--- config.mk ---
export PLATFORM = sky130hd
export DESIGN_NAME = dmem_access_unit_flat
export DESIGN_NICKNAME = d
export VERILOG_FILES = /design/src/rtl/dmem_access_unit_if.sv /design/src/rtl/dmem_access_unit.sv /design/src/flat_wrapper.sv
export SDC_FILE = /design/constraint.sdc
export NUM_CORES = 1
export LEC_CHECK = 0
export CAP_MARGIN = 15
export CORE_MARGIN = 1
export CORE_UTILIZATION = 46
export DETAILED_ROUTE_END_ITERATION = 10
export GPL_TIMING_DRIVEN = 0
export MAX_ROUTING_LAYER = met4
export PLACE_DENSITY = 0.95
export REMOVE_ABC_BUFFERS = 1
export SYNTH_ARGS = -nofsm -noshare
export SYNTH_HDL_FRONTEND = slang
export SYNTH_SLANG_ARGS = --single-unit
--- constraint.sdc ---
create_clock -name CLK -period 2.8 [get_ports CLK]
set_input_delay 0.84 -clock CLK [delete_from_list [all_inputs] [get_ports CLK]]
set_output_delay 0.84 -clock CLK [all_outputs]
set_load 0.1 [all_outputs]
--- src/rtl/dmem_access_unit_if.sv ---
// Data-memory bus bundle: single-beat request from the access unit, one-cycle ack from memory.
// Latency: none, wires only.
// Backpressure: the slave stretches a transaction by delaying BusAck; the master holds all request fields until then.
// Signals: BusReq/BusWE/BusAddr/BusByteEn/BusWData driven by master; BusAck/BusRData driven by slave.
interface dmem_access_unit_if #(
    parameter int ADDR_W = 32
);
    logic              BusReq;
    logic              BusWE;
    logic [ADDR_W-1:0] BusAddr;
    logic [3:0]        BusByteEn;
    logic [31:0]       BusWData;
    logic              BusAck;
    logic [31:0]       BusRData;

    modport master (
        output BusReq, BusWE, BusAddr, BusByteEn, BusWData,
        input  BusAck, BusRData
    );

    modport slave (
        input  BusReq, BusWE, BusAddr, BusByteEn, BusWData,
        output BusAck, BusRData
    );
endinterface

--- src/rtl/dmem_access_unit.sv ---
// Memory-stage load/store unit: issues one bus beat per lb/lbu/lh/lhu/lw/sb/sh/sw and aligns/extends load data.
// Latency: 2 stall cycles with a zero-wait slave, plus 1 per slave wait cycle; DMEMOut/LoadValid registered on the ack edge.
// Backpressure: MemStall freezes the pipeline from request until ack; it drops in DONE, where the held instruction is not re-issued.
// Ports: CLK, RESET_N (async active-low); pipeline side MemRead/MemWrite/MemSize/MemSigned/ALUout/StoreData in,
//        DMEMOut/LoadValid/MemStall out; bus side through dmem_access_unit_if.master.
// Optional: define MISALIGN_TRAP_EN to add AlignErr and trap misaligned half/word accesses without a bus cycle.
module dmem_access_unit #(
    parameter int ADDR_W = 32
) (
    input  logic              CLK,
    input  logic              RESET_N,
    input  logic              MemRead,
    input  logic              MemWrite,
    input  logic [1:0]        MemSize,
    input  logic              MemSigned,
    input  logic [ADDR_W-1:0] ALUout,
    input  logic [31:0]       StoreData,
    output logic [31:0]       DMEMOut,
    output logic              LoadValid,
    output logic              MemStall,
`ifdef MISALIGN_TRAP_EN
    output logic              AlignErr,
`endif
    dmem_access_unit_if.master bus
);

    typedef enum logic [1:0] {IDLE, ACCESS, DONE} state_t;

    // Attributes of the in-flight access needed to post-process read data.
    typedef struct packed {
        logic [1:0] size;
        logic       sgn;
        logic [1:0] lane;
        logic       is_load;
    } acc_t;

    state_t            state_q, state_d;
    acc_t              acc_q, acc_d;
    logic              bus_req_q, bus_req_d;
    logic              bus_we_q, bus_we_d;
    logic [ADDR_W-1:0] bus_addr_q, bus_addr_d;
    logic [3:0]        bus_be_q, bus_be_d;
    logic [31:0]       bus_wdata_q, bus_wdata_d;
    logic [31:0]       dmem_out_q, dmem_out_d;
    logic              load_valid_q, load_valid_d;
`ifdef MISALIGN_TRAP_EN
    logic              align_err_q, align_err_d;
`endif

    logic        req;
    logic        misalign;
    logic [3:0]  be_calc;
    logic [31:0] wdata_calc;
    logic [7:0]  rbyte;
    logic [15:0] rhalf;
    logic [31:0] load_ext;

    assign req = MemRead | MemWrite;

    // Lane enables and replicated store data come straight from the live request.
    always_comb begin
        be_calc    = 4'b1111;
        wdata_calc = StoreData;
        misalign   = 1'b0;
        case (MemSize)
            2'b00: begin
                be_calc    = 4'b0001 << ALUout[1:0];
                wdata_calc = {4{StoreData[7:0]}};
            end
            2'b01: begin
                be_calc    = ALUout[1] ? 4'b1100 : 4'b0011;
                wdata_calc = {2{StoreData[15:0]}};
            end
            default: begin
                be_calc    = 4'b1111;
                wdata_calc = StoreData;
            end
        endcase
`ifdef MISALIGN_TRAP_EN
        misalign = ((MemSize == 2'b01) && ALUout[0]) ||
                   (MemSize[1] && (ALUout[1:0] != 2'b00));
`endif
    end

    // Little-endian lane pick from the captured address, then extend.
    always_comb begin
        rbyte    = 8'h00;
        case (acc_q.lane)
            2'd0:    rbyte = bus.BusRData[7:0];
            2'd1:    rbyte = bus.BusRData[15:8];
            2'd2:    rbyte = bus.BusRData[23:16];
            default: rbyte = bus.BusRData[31:24];
        endcase
        rhalf    = acc_q.lane[1] ? bus.BusRData[31:16] : bus.BusRData[15:0];
        load_ext = bus.BusRData;
        case (acc_q.size)
            2'b00:   load_ext = {{24{acc_q.sgn & rbyte[7]}}, rbyte};
            2'b01:   load_ext = {{16{acc_q.sgn & rhalf[15]}}, rhalf};
            default: load_ext = bus.BusRData;
        endcase
    end

    always_comb begin
        state_d      = state_q;
        acc_d        = acc_q;
        bus_req_d    = bus_req_q;
        bus_we_d     = bus_we_q;
        bus_addr_d   = bus_addr_q;
        bus_be_d     = bus_be_q;
        bus_wdata_d  = bus_wdata_q;
        dmem_out_d   = dmem_out_q;
        load_valid_d = load_valid_q;
`ifdef MISALIGN_TRAP_EN
        align_err_d  = 1'b0;
`endif
        case (state_q)
            IDLE: begin
                if (req) begin
                    // Write wins when both strobes are set, so no load result follows.
                    acc_d = '{size: MemSize, sgn: MemSigned, lane: ALUout[1:0],
                              is_load: MemRead & ~MemWrite};
                    if (misalign) begin
                        state_d = DONE;
`ifdef MISALIGN_TRAP_EN
                        align_err_d = 1'b1;
`endif
                    end else begin
                        bus_req_d   = 1'b1;
                        bus_we_d    = MemWrite;
                        bus_addr_d  = {ALUout[ADDR_W-1:2], 2'b00};
                        bus_be_d    = be_calc;
                        bus_wdata_d = wdata_calc;
                        state_d     = ACCESS;
                    end
                end
            end
            ACCESS: begin
                if (bus.BusAck) begin
                    bus_req_d = 1'b0;
                    state_d   = DONE;
                    if (acc_q.is_load) begin
                        dmem_out_d   = load_ext;
                        load_valid_d = 1'b1;
                    end
                end
            end
            DONE: begin
                // Instruction is still on the inputs here; ignore it and return.
                load_valid_d = 1'b0;
                state_d      = IDLE;
            end
            default: state_d = IDLE;
        endcase
    end

    always_ff @(posedge CLK or negedge RESET_N) begin
        if (!RESET_N) begin
            state_q      <= IDLE;
            acc_q        <= '0;
            bus_req_q    <= 1'b0;
            bus_we_q     <= 1'b0;
            bus_addr_q   <= '0;
            bus_be_q     <= 4'b0000;
            bus_wdata_q  <= '0;
            dmem_out_q   <= '0;
            load_valid_q <= 1'b0;
`ifdef MISALIGN_TRAP_EN
            align_err_q  <= 1'b0;
`endif
        end else begin
            state_q      <= state_d;
            acc_q        <= acc_d;
            bus_req_q    <= bus_req_d;
            bus_we_q     <= bus_we_d;
            bus_addr_q   <= bus_addr_d;
            bus_be_q     <= bus_be_d;
            bus_wdata_q  <= bus_wdata_d;
            dmem_out_q   <= dmem_out_d;
            load_valid_q <= load_valid_d;
`ifdef MISALIGN_TRAP_EN
            align_err_q  <= align_err_d;
`endif
        end
    end

    // Stall asserts in the request cycle itself so the EX/MEM register freezes immediately.
    assign MemStall      = RESET_N && (((state_q == IDLE) && req) || (state_q == ACCESS));
    assign DMEMOut       = dmem_out_q;
    assign LoadValid     = load_valid_q;
    assign bus.BusReq    = bus_req_q;
    assign bus.BusWE     = bus_we_q;
    assign bus.BusAddr   = bus_addr_q;
    assign bus.BusByteEn = bus_be_q;
    assign bus.BusWData  = bus_wdata_q;
`ifdef MISALIGN_TRAP_EN
    assign AlignErr      = align_err_q;
`endif

endmodule
--- src/flat_wrapper.sv ---
// flat-port wrapper written by rule: the top's interface ports become plain ports
module dmem_access_unit_flat 
#(
    parameter int ADDR_W = 32
)
  (CLK, RESET_N, MemRead, MemWrite, MemSize, MemSigned, ALUout, StoreData, DMEMOut, LoadValid, MemStall, bus_BusReq, bus_BusWE, bus_BusAddr, bus_BusByteEn, bus_BusWData, bus_BusAck, bus_BusRData);
  dmem_access_unit_if #(.ADDR_W(ADDR_W)) bus_i ();
  input  logic CLK;
  input  logic RESET_N;
  input  logic MemRead;
  input  logic MemWrite;
  input  logic [1:0] MemSize;
  input  logic MemSigned;
  input  logic [ADDR_W-1:0] ALUout;
  input  logic [31:0] StoreData;
  output logic [31:0] DMEMOut;
  output logic LoadValid;
  output logic MemStall;
  output wire logic [$bits(bus_i.BusReq)-1:0] bus_BusReq;
  output wire logic [$bits(bus_i.BusWE)-1:0] bus_BusWE;
  output wire logic [$bits(bus_i.BusAddr)-1:0] bus_BusAddr;
  output wire logic [$bits(bus_i.BusByteEn)-1:0] bus_BusByteEn;
  output wire logic [$bits(bus_i.BusWData)-1:0] bus_BusWData;
  input wire logic [$bits(bus_i.BusAck)-1:0] bus_BusAck;
  input wire logic [$bits(bus_i.BusRData)-1:0] bus_BusRData;
  assign bus_BusReq = bus_i.BusReq;
  assign bus_BusWE = bus_i.BusWE;
  assign bus_BusAddr = bus_i.BusAddr;
  assign bus_BusByteEn = bus_i.BusByteEn;
  assign bus_BusWData = bus_i.BusWData;
  assign bus_i.BusAck = bus_BusAck;
  assign bus_i.BusRData = bus_BusRData;
  dmem_access_unit #(.ADDR_W(ADDR_W)) u_core (.CLK(CLK), .RESET_N(RESET_N), .MemRead(MemRead), .MemWrite(MemWrite), .MemSize(MemSize), .MemSigned(MemSigned), .ALUout(ALUout), .StoreData(StoreData), .DMEMOut(DMEMOut), .LoadValid(LoadValid), .MemStall(MemStall), .bus(bus_i));
endmodule
==> results <==
==> path summary, 6_finish.rpt <==
check | start | to | slack, ns | cells after the start
max reg2reg | u_core.acc_q[5] | u_core.DMEMOut[15] | 0.48 | 4
min | RESET_N | u_core.DMEMOut[22] | 0.32 | 1
min in group CLK | u_core.bus.BusWData[27] | u_core.bus.BusWData[27] | 0.49 | 2
max in group asynchronous | RESET_N | u_core.bus.BusAddr[3] | 1.87 | 2
min reg2reg | u_core.bus.BusWData[27] | u_core.bus.BusWData[27] | 0.49 | 2
max | u_core.DMEMOut[1] | DMEMOut[1] | 0.04 | 1
==> cell type report <==
type / instances / area share [%]
Sequential cell: 109 / 37.3
Timing Repair Buffer: 213 / 30.4
Inverter: 6 / 0.308
Clock buffer: 13 / 2.04
Clock inverter: 3 / 0.291
Multi-Input combinational cell: 300 / 27.3
Tap cell: 136 / 2.33
==> sequential cells by signal (all words and copies together), names as in the netlist <==
signal                flops
u_core.bus.BusWE          1
u_core.acc_q              6
u_core.bus.BusByteEn      4
u_core.bus.BusReq         1
u_core.bus.BusWData      32
u_core.state_q            2
u_core.bus.BusAddr       30
u_core.LoadValid          1
u_core.DMEMOut           32
==> routing by layer <==
metal / vias to the layer above / track usage (%)
met5: - / -
met3: 33 / 5.24
met1: 1998 / 30.2
li1: 1938 / -
met2: 227 / 44.3
met4: 0 / 10.9
==> cells by family after synthesis <==
kind of cell	share of synthesized area, %
compound gates	14.8
mux	16.2
buf+inv	3.74
other cells	0.0767
flops	55.8
simple gates	9.39
==> timing repair <==
action                                 CTS  global route
pin swaps                                1             0
cloned                                   1             0
buffers inserted                         2             0
setup endpoints to repair                3             1
gates resized for setup                 10             1
endpoints found under the hold margin    0             0
==> placed cells by master (no fill, tap or decap), drive strengths merged, types with 2 or more instances in the layout <==
cell type	Yosys	routed
dfrtp	109	109
a22oi	5	5
clkdlybuf4s50	0	202
nand2	57	57
a21o	3	3
mux2i	33	33
conb	1	2
a21oi	47	47
inv	6	6
buf	22	9
mux2	41	41
o22a	5	5
a221oi	9	9
a31oi	2	2
o21ai	36	36
nor2	45	45
clkinv	0	2
clkbuf	9	13
==> per-stage QoR <==
stage | hold WS (ns) | util [%] | instance area, um2 | setup slack [ns] | cells
2_1_floorplan | 0.464 | - | 4730 | -2.33 | 415
3_3_place_gp | 0.461 | 67.4 | 6960 | -4.59 | 756
3_5_place_dp | 0.469 | 68.5 | 7070 | -1.22 | 761
4_1_cts | 0.320 | 70.8 | 7310 | 0.0165 | 780
5_1_grt | 0.323 | 70.8 | 7310 | 0.00235 | 780
6_report | 0.319 | 70.8 | 7310 | 0.0362 | 780
==> results.yml <==
logic_synthesis:
  synthCells: 445
  synth_area_um2: 4890
  synth_top_area_share_pct: 55.8
  synth.most_common_cell: "dfrtp_1"
  ys_types: 37
  synth_top_area_cell: "dfrtp_1"
  synth-seq-cells: 109
  synth_area_per_cell_um2: 11.0
  yosys-top-cells-count: "dfrtp_1 (109), nand2_1 (57), nor2_1 (44), mux2_2 (41), a21oi_1 (37)"
  synth_edf_count: 0
  synth_area_leaders: "dfrtp_1 (56%), mux2_2 (9.4%), mux2i_1 (6.8%)"
  synth-seq-area-share_pct: 55.8
  synth_flop_cell: "dfrtp_1"
  yosysWarnings: 0
  synthArstFlopShare_pct: 100
global_routing:
  grt_pass1_vias: 4315
  grt_pass1_wl_mm: 21.5
  grt_max_degree: 51
  grt-ovfl-total: 0
  antenna_found_initial: 0
  grt_use_total_pct: 26.1
drt:
  met2_length_mm: 6.86
  highest_layer: "met4"
  drt_wl_total_mm: 13.4
  num_vias: 4196
  m1WireLength_mm: 5.34
  via_per_inst: 5.38
  antenna_left: 0
  drc_errors: 0
  met3_length_um: 898
  drt_pass1_iterations: 5
  drt-wirelength-per-cell_um: 17.2
  drtIter0Drc: 196
clock_tree:
  h-tree-depth: 3
  cts.clk_slew.worst_paths_ns: 0.10
  worstSkewPairLatency_ns: 0.37
  cts_tree: "done"
  root_buffer: "clkbuf_8"
  cts.sinks: 109
  clock_path_buffers: 2
  cts_hold_buf: 0
  cts_buffers: 9
die:
  core_um2: 10300
  num_rows: 37
  die_x_um: 105
  die_h_um: 105
  die-area_um2: 11000
  start_util_pct: 47.4
  ioPinCount: 208
critical_path:
  crit_path_top_delay_cell: "clkdlybuf4s50_1"
  path_buf_inv: 1
  cp_cell_sequence: "clkdlybuf4s50_1"
  crit_fanout: 2
  worstSetupPathType: "flip-flop to primary output"
  cp-end-kind: "primary output"
  crit_path_start_kind: "flip-flop"
  cp_slowest_stage_delay_ns: 1.15
  cp_data_arrival_time_ns: 1.92
  critPathRequiredTime_ns: 1.96
  path_delay_family: "buffers and inverters"
min_path:
  hp-class: "input port to asynchronous set/reset pin"
placed_design:
  port_buffers: 205
  gp_congestion: 0.932
  dpl.hpwl_mm: 10.0
layout:
  multi_input_area_um2: 1990
  regArea_um2: 2730
  diodes: 0
  n_fill_cell: 747
  finalNetCount: 743
  drive_gt1_share_pct: 12.4
  area_growth_syn_to_layout_pct: 49.5
sta:
  fin_tns_setup_ns: 0
  grt_setup_unrepaired: "no"
  finalCriticalPeriod_ns: 2.76
  max_slew_margin_pct: 30.8
  fmax_ghz: 0.362
  finalHoldViolCount: 0
  finalCritPeriodShare_pct: 98.7
  setup_viol: 0
  worst_slew_pin_slew_ns: 1.03
  clock-skew-final_ns: 0.00905
  slew_viol_final: 0
outcome:
  status: "finished clean"
flow_run:
  maxCapViolations: 0
Power of run 1 is not shown: default switching activity piles up to over one toggle a cycle in this logic, so the estimate is an artifact.
